### config.mk
export PLATFORM = sky130hd
export DESIGN_NAME = ballot_gate
export DESIGN_NICKNAME = d
export VERILOG_FILES = /design/src/rtl/ballot_gate.sv
export SDC_FILE = /design/constraint.sdc
export NUM_CORES = 1
export LEC_CHECK = 0
export BUFFER_PORTS_ARGS = -buffer_cell sky130_fd_sc_hd__buf_2
export CORE_MARGIN = 10
export CORE_UTILIZATION = 59
export DETAILED_ROUTE_END_ITERATION = 10
export GPL_TIMING_DRIVEN = 0
export HOLD_SLACK_MARGIN = 0.1
export PLACE_DENSITY = 0.83
export SYNTH_ARGS = -nofsm -noshare
export SYNTH_HDL_FRONTEND = slang
export SYNTH_SLANG_ARGS = --single-unit
export TNS_END_PERCENT = 5
### constraint.sdc
create_clock -name clock -period 5.7 [get_ports clock]
set_clock_uncertainty 0.05 [all_clocks]
set_input_delay 0.57 -clock clock [delete_from_list [all_inputs] [get_ports clock]]
set_output_delay 0.57 -clock clock [all_outputs]
set_load 0.01 [all_outputs]
### src/rtl/ballot_gate.sv
// One-ballot-per-voter gate between the party button debouncers and the vote logger.
// An officer arms a ballot; a single press is granted, multiple presses spoil it, silence expires it.
module ballot_gate #(
  parameter int TIMEOUT_CYCLES = 1000,
  parameter int HOLD_CYCLES    = 10,
  parameter int COUNT_W        = 8
) (
  input  logic               clock,
  input  logic               reset,
  input  logic               mode,
  input  logic               officer_enable,
  input  logic               valid_vote_1,
  input  logic               valid_vote_2,
  input  logic               valid_vote_3,
  output logic               party1_grant,
  output logic               party2_grant,
  output logic               party3_grant,
  output logic               ballot_ready,
  output logic               vote_ack,
  output logic               spoiled,
  output logic               timeout_pulse,
  output logic [COUNT_W-1:0] voter_count,
  output logic [COUNT_W-1:0] spoiled_count,
  output logic [1:0]         state_dbg
);

  localparam int TMAX = (TIMEOUT_CYCLES > HOLD_CYCLES) ? TIMEOUT_CYCLES : HOLD_CYCLES;
  localparam int TW   = $clog2(TMAX + 1);
  localparam logic [TW-1:0] TO_LAST   = TW'(TIMEOUT_CYCLES - 1);
  localparam logic [TW-1:0] HOLD_LAST = TW'(HOLD_CYCLES - 1);

  typedef enum logic [1:0] {
    S_IDLE  = 2'd0,
    S_ARMED = 2'd1,
    S_HOLD  = 2'd2
  } state_t;

  state_t             r_state;
  logic [TW-1:0]      r_timer;
  logic [2:0]         r_grant;
  logic               r_ready;
  logic               r_ack;
  logic               r_spoiled;
  logic               r_timeout;
  logic [COUNT_W-1:0] r_voter_count;
  logic [COUNT_W-1:0] r_spoiled_count;

  logic [2:0] w_votes;
  logic       w_one;
  logic       w_multi;

  assign w_votes = {valid_vote_3, valid_vote_2, valid_vote_1};
  assign w_one   = $onehot(w_votes);
  assign w_multi = (|w_votes) && !w_one;

  always_ff @(posedge clock or posedge reset) begin
    if (reset) begin
      r_state         <= S_IDLE;
      r_timer         <= '0;
      r_grant         <= '0;
      r_ready         <= 1'b0;
      r_ack           <= 1'b0;
      r_spoiled       <= 1'b0;
      r_timeout       <= 1'b0;
      r_voter_count   <= '0;
      r_spoiled_count <= '0;
    end else begin
      r_grant   <= '0;
      r_spoiled <= 1'b0;
      r_timeout <= 1'b0;
      case (r_state)
        S_ARMED: begin
          // A vote arriving on the expiry edge wins over the timeout.
          if (mode) begin
            r_state <= S_IDLE;
            r_ready <= 1'b0;
          end else if (w_one) begin
            r_state <= S_HOLD;
            r_ready <= 1'b0;
            r_grant <= w_votes;
            r_ack   <= 1'b1;
            r_timer <= '0;
            if (r_voter_count != '1) r_voter_count <= r_voter_count + 1'b1;
          end else if (w_multi) begin
            r_state   <= S_HOLD;
            r_ready   <= 1'b0;
            r_spoiled <= 1'b1;
            r_timer   <= '0;
            if (r_spoiled_count != '1) r_spoiled_count <= r_spoiled_count + 1'b1;
          end else if (r_timer == TO_LAST) begin
            r_state   <= S_IDLE;
            r_ready   <= 1'b0;
            r_timeout <= 1'b1;
          end else begin
            r_timer <= r_timer + 1'b1;
          end
        end
        S_HOLD: begin
          if (mode || r_timer == HOLD_LAST) begin
            r_state <= S_IDLE;
            r_ack   <= 1'b0;
          end else begin
            r_timer <= r_timer + 1'b1;
          end
        end
        default: begin
          // Unused encoding behaves as IDLE and falls back to it.
          if (officer_enable && !mode) begin
            r_state <= S_ARMED;
            r_ready <= 1'b1;
            r_timer <= '0;
          end else begin
            r_state <= S_IDLE;
          end
        end
      endcase
    end
  end

  assign party1_grant  = r_grant[0];
  assign party2_grant  = r_grant[1];
  assign party3_grant  = r_grant[2];
  assign ballot_ready  = r_ready;
  assign vote_ack      = r_ack;
  assign spoiled       = r_spoiled;
  assign timeout_pulse = r_timeout;
  assign voter_count   = r_voter_count;
  assign spoiled_count = r_spoiled_count;
  assign state_dbg     = r_state;

endmodule

# Word-level counts from Yosys, hierarchy flattened
# Index checks and enable logic that the tools add are counted.
# Widths: inputs -> output; s select.
[totals] register_bits=35 out_inout_bits=25
[op_classes] bitwise=3 reduce_logical=15 eq_ne=13 muxes=36 add_sub_neg=5
[ops] cell="$mux 10" count=6
[ops] cell="$pmux 10 s2" count=1
[ops] cell="$mux 1" count=18
[ops] cell="$add 8x1->8 const B" count=2
[ops] cell="$ne 8x8->1 const B" count=2
[ops] cell="$reduce_and 4->1" count=3
[ops] cell="$add 10x1->10 const B" count=1
[ops] cell="$eq 10x10->1 const B" count=1
[ops] cell="$eq 10x4->1 const B" count=1
[ops] cell="$mux 2" count=5
[ops] cell="$mux 3" count=3
[ops] cell="$ne 2x2->1 const B" count=4
[ops] cell="$ne 5x5->1 const B" count=1
[ops] cell="$reduce_and 5->1" count=1
[ops] cell="$eq 2x1->1 const B" count=2
[ops] cell="$ne 4x4->1 const B" count=1
[ops] cell="$pmux 1 s2" count=2
[ops] cell="$pmux 2 s2" count=1
[ops] cell="$reduce_bool 2->1" count=2
[ops] cell="$not 1->1" count=3
[ops] cell="$reduce_and 3->1" count=1
[ops] cell="$reduce_bool 3->1" count=1
[ops] cell="$reduce_or 3->1" count=1
[ops] cell="$add 1x1->2" count=1
[ops] cell="other kinds (6)" count=8

# Depth between registers and ports, before layout
[depth] depth_word=9 ltp_mapped=8 ltp_nobuf=7

# Worst setup path before layout
# OpenSTA, ideal clock, no wires.
[synth_path] path_type="input -> register" from="input valid_vote_1" to="register r_timer[9]" required_time_ns=5.546 cell_stages=8 setup_ns=0.104 path_slack_ns=3.077 t_arrival_ns=2.469 path_cell_list="inv_1 > fa_1 > a31oi_1 > or2_2 > buf_1 > or3_1 > buf_6 > o41ai_4"
[synth_via] elab_chain_cells=9 word_cells_on_any_way=12 cone_classes="2 x add/sub; 2 x eq/ne; 4 x mux; 4 x reduce/logical"
[synth_lines] element="start: declaration" line="12" source="input logic valid_vote_1,"
[synth_lines] element="$add 1x1->2 (not written as such)" line="53" source="assign w_one = $onehot(w_votes);"
[synth_lines] element="$add 2x1->2 (not written as such)" line="53"
[synth_lines] element="$eq 2x1->1" line="53"
[synth_lines] element="$logic_not 1->1" line="54" source="assign w_multi = (|w_votes) && !w_one;"
[synth_lines] element="$logic_and 1x1->1" line="54"
[synth_lines] element="$mux 10" line="84" source="end else if (w_multi) begin"
[synth_lines] element="$mux 10" line="77" source="end else if (w_one) begin"
[synth_lines] element="$mux 10" line="74" source="if (mode) begin"
[synth_lines] element="$pmux 10 s2" line="71" source="case (r_state)"
[synth_lines] element="end signal: assignment" line="95" source="r_timer <= r_timer + 1'b1;"
[synth_lines] element="end signal: assignment" line="103" source="r_timer <= r_timer + 1'b1;"
[synth_lines] element="end: declaration" line="39" source="logic [TW-1:0] r_timer;"
# Several ways; a longest one is shown, not always the timed one. The select of a mux whose other input is x is not followed.
# A chain may end at the register's enable or synchronous reset.

# Worst setup path in the final report
# Same ends and word-level chain as after synthesis.

==> results.sh <==
export IMPL_synth_area_mux_share_pct=2.381
export IMPL_grt_use_met2_pct=26.79
export IMPL_vias=1465
export IMPL_worstPathRequired_ps=5900
export IMPL_io_buffers=31
export IMPL_drt_pass1_iter_count=5
export IMPL_synth_compound_area_share_pct=13.61
export IMPL_cts_buffers=5
export IMPL_die_x_um=75.84
export IMPL_yosys_warnings=0
export IMPL_totalWireLength_um=3880
export IMPL_max_freq_mhz=383.2
export IMPL_cts_htree_levels=2
export IMPL_multiInputGateArea_um2=893.4
export IMPL_synth_area_per_cell_um2=10.57
export IMPL_relSlewSlack_pct=50.97
export IMPL_worst_pin_slew_ps=717.0
export IMPL_io_pins=32
export IMPL_seq_area_frac_synth_pct=47.62
export IMPL_drive_gt1_share_pct=23.72
export IMPL_fin_setup_tns_ps=0
export IMPL_status="complete, no violations"
export IMPL_grt_busiest_layer="met2"
export IMPL_grt_total_usage_pct=15.54
export IMPL_maxSlewViolCount=0
export IMPL_netlist_instances=174
export IMPL_synth_cell_types=47
export IMPL_grt_pass1_vias=1523
export IMPL_synth_ff_latch_count=35
export IMPL_synth_fa_ha_area_share_pct=5.170
export IMPL_die_h_um=75.84
export IMPL_crit_end="r_timer[9]"
export IMPL_hold_ws_ps=416.5
export IMPL_drt_iter0_markers=48
export IMPL_cts_hold_buf=0
export IMPL_synthXorXnorAreaFrac_pct=6.667
export IMPL_timing_final_crit_period_ps=2609
export IMPL_drc=0
export IMPL_synthSimpleGateAreaFrac_pct=20.75
export IMPL_rows=20
export IMPL_cp_end_kind="register"
export IMPL_hpwl_um=2904
export IMPL_register_area_um2=875.8
export IMPL_ctsResizeCount=0
export IMPL_yosys_most_used_dff="dfrtp_1"
export IMPL_cpPeakStageDelay_ps=680
export IMPL_r2r_cells=8
export IMPL_clk_pin_slew_ps=100
export IMPL_yosysTopAreaCellShare_pct=47.62
export IMPL_grt_max_degree=36
export IMPL_crit_start="valid_vote_1"
export IMPL_rsz0062_at_grt="no"
export IMPL_r2r_end="r_timer[9]"
export IMPL_ff2ff_setup_slack_ps=3360
export IMPL_ant_nets=0
export IMPL_hp_class="in -> reg"
export IMPL_ir_drop_mv=0.2294
export IMPL_cts_setup_buffers=0
export IMPL_r2r_start="state_dbg[0]"
export IMPL_antenna_found_initial=0
export IMPL_layout_commonest_cell="dfrtp_1"
export IMPL_async_flop_share_pct=100.0
export IMPL_num_fill_cells=226
export IMPL_grt_overflow_total=0
export IMPL_finalHoldViolations=0
export IMPL_clock_sinks=35
export IMPL_cts_tree="built"
export IMPL_routabilityCongestion=0.8799
export IMPL_yosys_area_top_type="dfrtp_1"
export IMPL_ys_top_cells_by_area="dfrtp_1, xnor2_1, o31ai_1, ha_1, and3_1"
export IMPL_finalNetCount=228
export IMPL_fin_crit_sh_pct=45.78
export IMPL_clk_path_buf_depth=2
export IMPL_crit_type="in -> reg"
export IMPL_setup_violations=0
export IMPL_coreArea_um2=3028
export IMPL_use_met1_pct=16.88
export IMPL_die_area_um2=5751
export IMPL_path_cells="buf_2, inv_1, fa_1, inv_1, a2111oi_0, a311o_1, buf_2, o31ai_1, o41ai_4"
export IMPL_power_density_nw_per_um2=252.7
export IMPL_synth_fp_nets=188
export IMPL_synth_top_family_by_area="simple AND/OR/NAND/NOR gates"
export IMPL_start_util_pct=60.74
export IMPL_grt_use_met3_pct=4.948
export IMPL_area_growth_pct=16.80
export IMPL_clkLatencyLatePin_ps=340
export IMPL_p_leak_uw=0.001099
export IMPL_cp_max_fo=10
export IMPL_synth_edf_count=0
export IMPL_via_per_inst=5.656
export IMPL_cts_root_buffer="clkbuf_4"
export IMPL_maxCapViolations=0
export IMPL_cp_start_kind="input port"
export IMPL_diodes=0
export IMPL_slowest_stage="a2111oi_0"
export IMPL_synth_cell_area_um2=1839
export IMPL_crit_arrival_ps=2800
export IMPL_final_cell_mix="dfrtp_1, buf_2, nand2_1"
export IMPL_grt_pass1_wl_um=6851
export IMPL_routedWlPerCell_um=14.98
## per-layer routing
metal  part of all wire (%)  vias up
li1                       -      708
met1                     41      719
met2                     50       31
met3                    6.6        7
met4                    2.1        0
met5                      0        -
## how the worst min path moves through the flow
stage	startpoint	end	slack, ps	depth (start not counted)
CTS	valid_vote_1	r_grant[0]	400	2
detailed placement	spoiled_count[7]	spoiled_count[7]	430	1
global route	valid_vote_1	r_grant[0]	400	2
global placement	spoiled_count[5]	spoiled_count[5]	420	1
floorplan	r_timer[4]	r_timer[4]	460	1
finish	valid_vote_1	r_grant[0]	420	2
## synth_stat cells, types with 2 or more instances
library cell	n
xnor2_1	10
and4_1	2
o31ai_1	11
inv_1	10
and3_1	10
nand2b_1	4
and2_1	5
nand3_1	7
nor4b_1	2
nand2_1	12
mux2_2	3
nor3_1	5
a31oi_1	2
o21ai_0	5
nor2_1	9
buf_2	2
ha_1	6
xor2_1	4
dfrtp_1	35
nand4_1	3
## sequential cells by signal, summed over array words and instances (netlist names)
register / flops
timeout_pulse: 1
r_grant: 3
spoiled_count: 8
state_dbg: 2
vote_ack: 1
spoiled: 1
r_timer: 10
ballot_ready: 1
voter_count: 8
## power breakdown
| group | internal (uW) | switching (uW) | total, uW |
|---|---|---|---|
| sequential | 271 | 28.0 | 299 |
| combinational | 44.0 | 50.4 | 94.4 |
| clock | 72.5 | 77.3 | 150 |
## per-stage QoR
step / std cells / cell area [um2] / setup slack [ps] / total power, uW / utilization (%)
after floorplan: 174 / 1839 / 3077 / 353.7 / -
after global placement: 249 / 2049 / 2845 / 391.0 / 67.69
after detailed placement: 249 / 2049 / 2774 / 397.9 / 67.69
after CTS: 257 / 2118 / 3132 / 548.1 / 69.96
after global routing: 259 / 2148 / 2957 / 579.0 / 70.95
final: 259 / 2148 / 3091 / 542.8 / 70.95
## layout make-up
cell class	instances	share of cell area, %
buffer	5	1.514
clock buffer	8	3.203
inverter	10	1.747
multi-input combinational	124	41.58
sequential	35	40.77
tap	44	2.563
timing repair buffer	33	8.620
## critical path, delay by kind of cell
kind	cells	cell delay (ps)
AOI/OAI and AO/OA	4	1210
adders and majority gates	1	590
buffers and inverters	4	430
## cells by family after synthesis
family | count (synthesis)
adder cells (fa/ha/maj) | 7
XOR/XNOR | 14
AND/OR/NAND/NOR | 68
multiplexers | 4
flip-flops | 35
buffers and inverters | 15
AO/OA/AOI/OAI | 31
No activity file was read; power rests on OpenSTA's default activity.
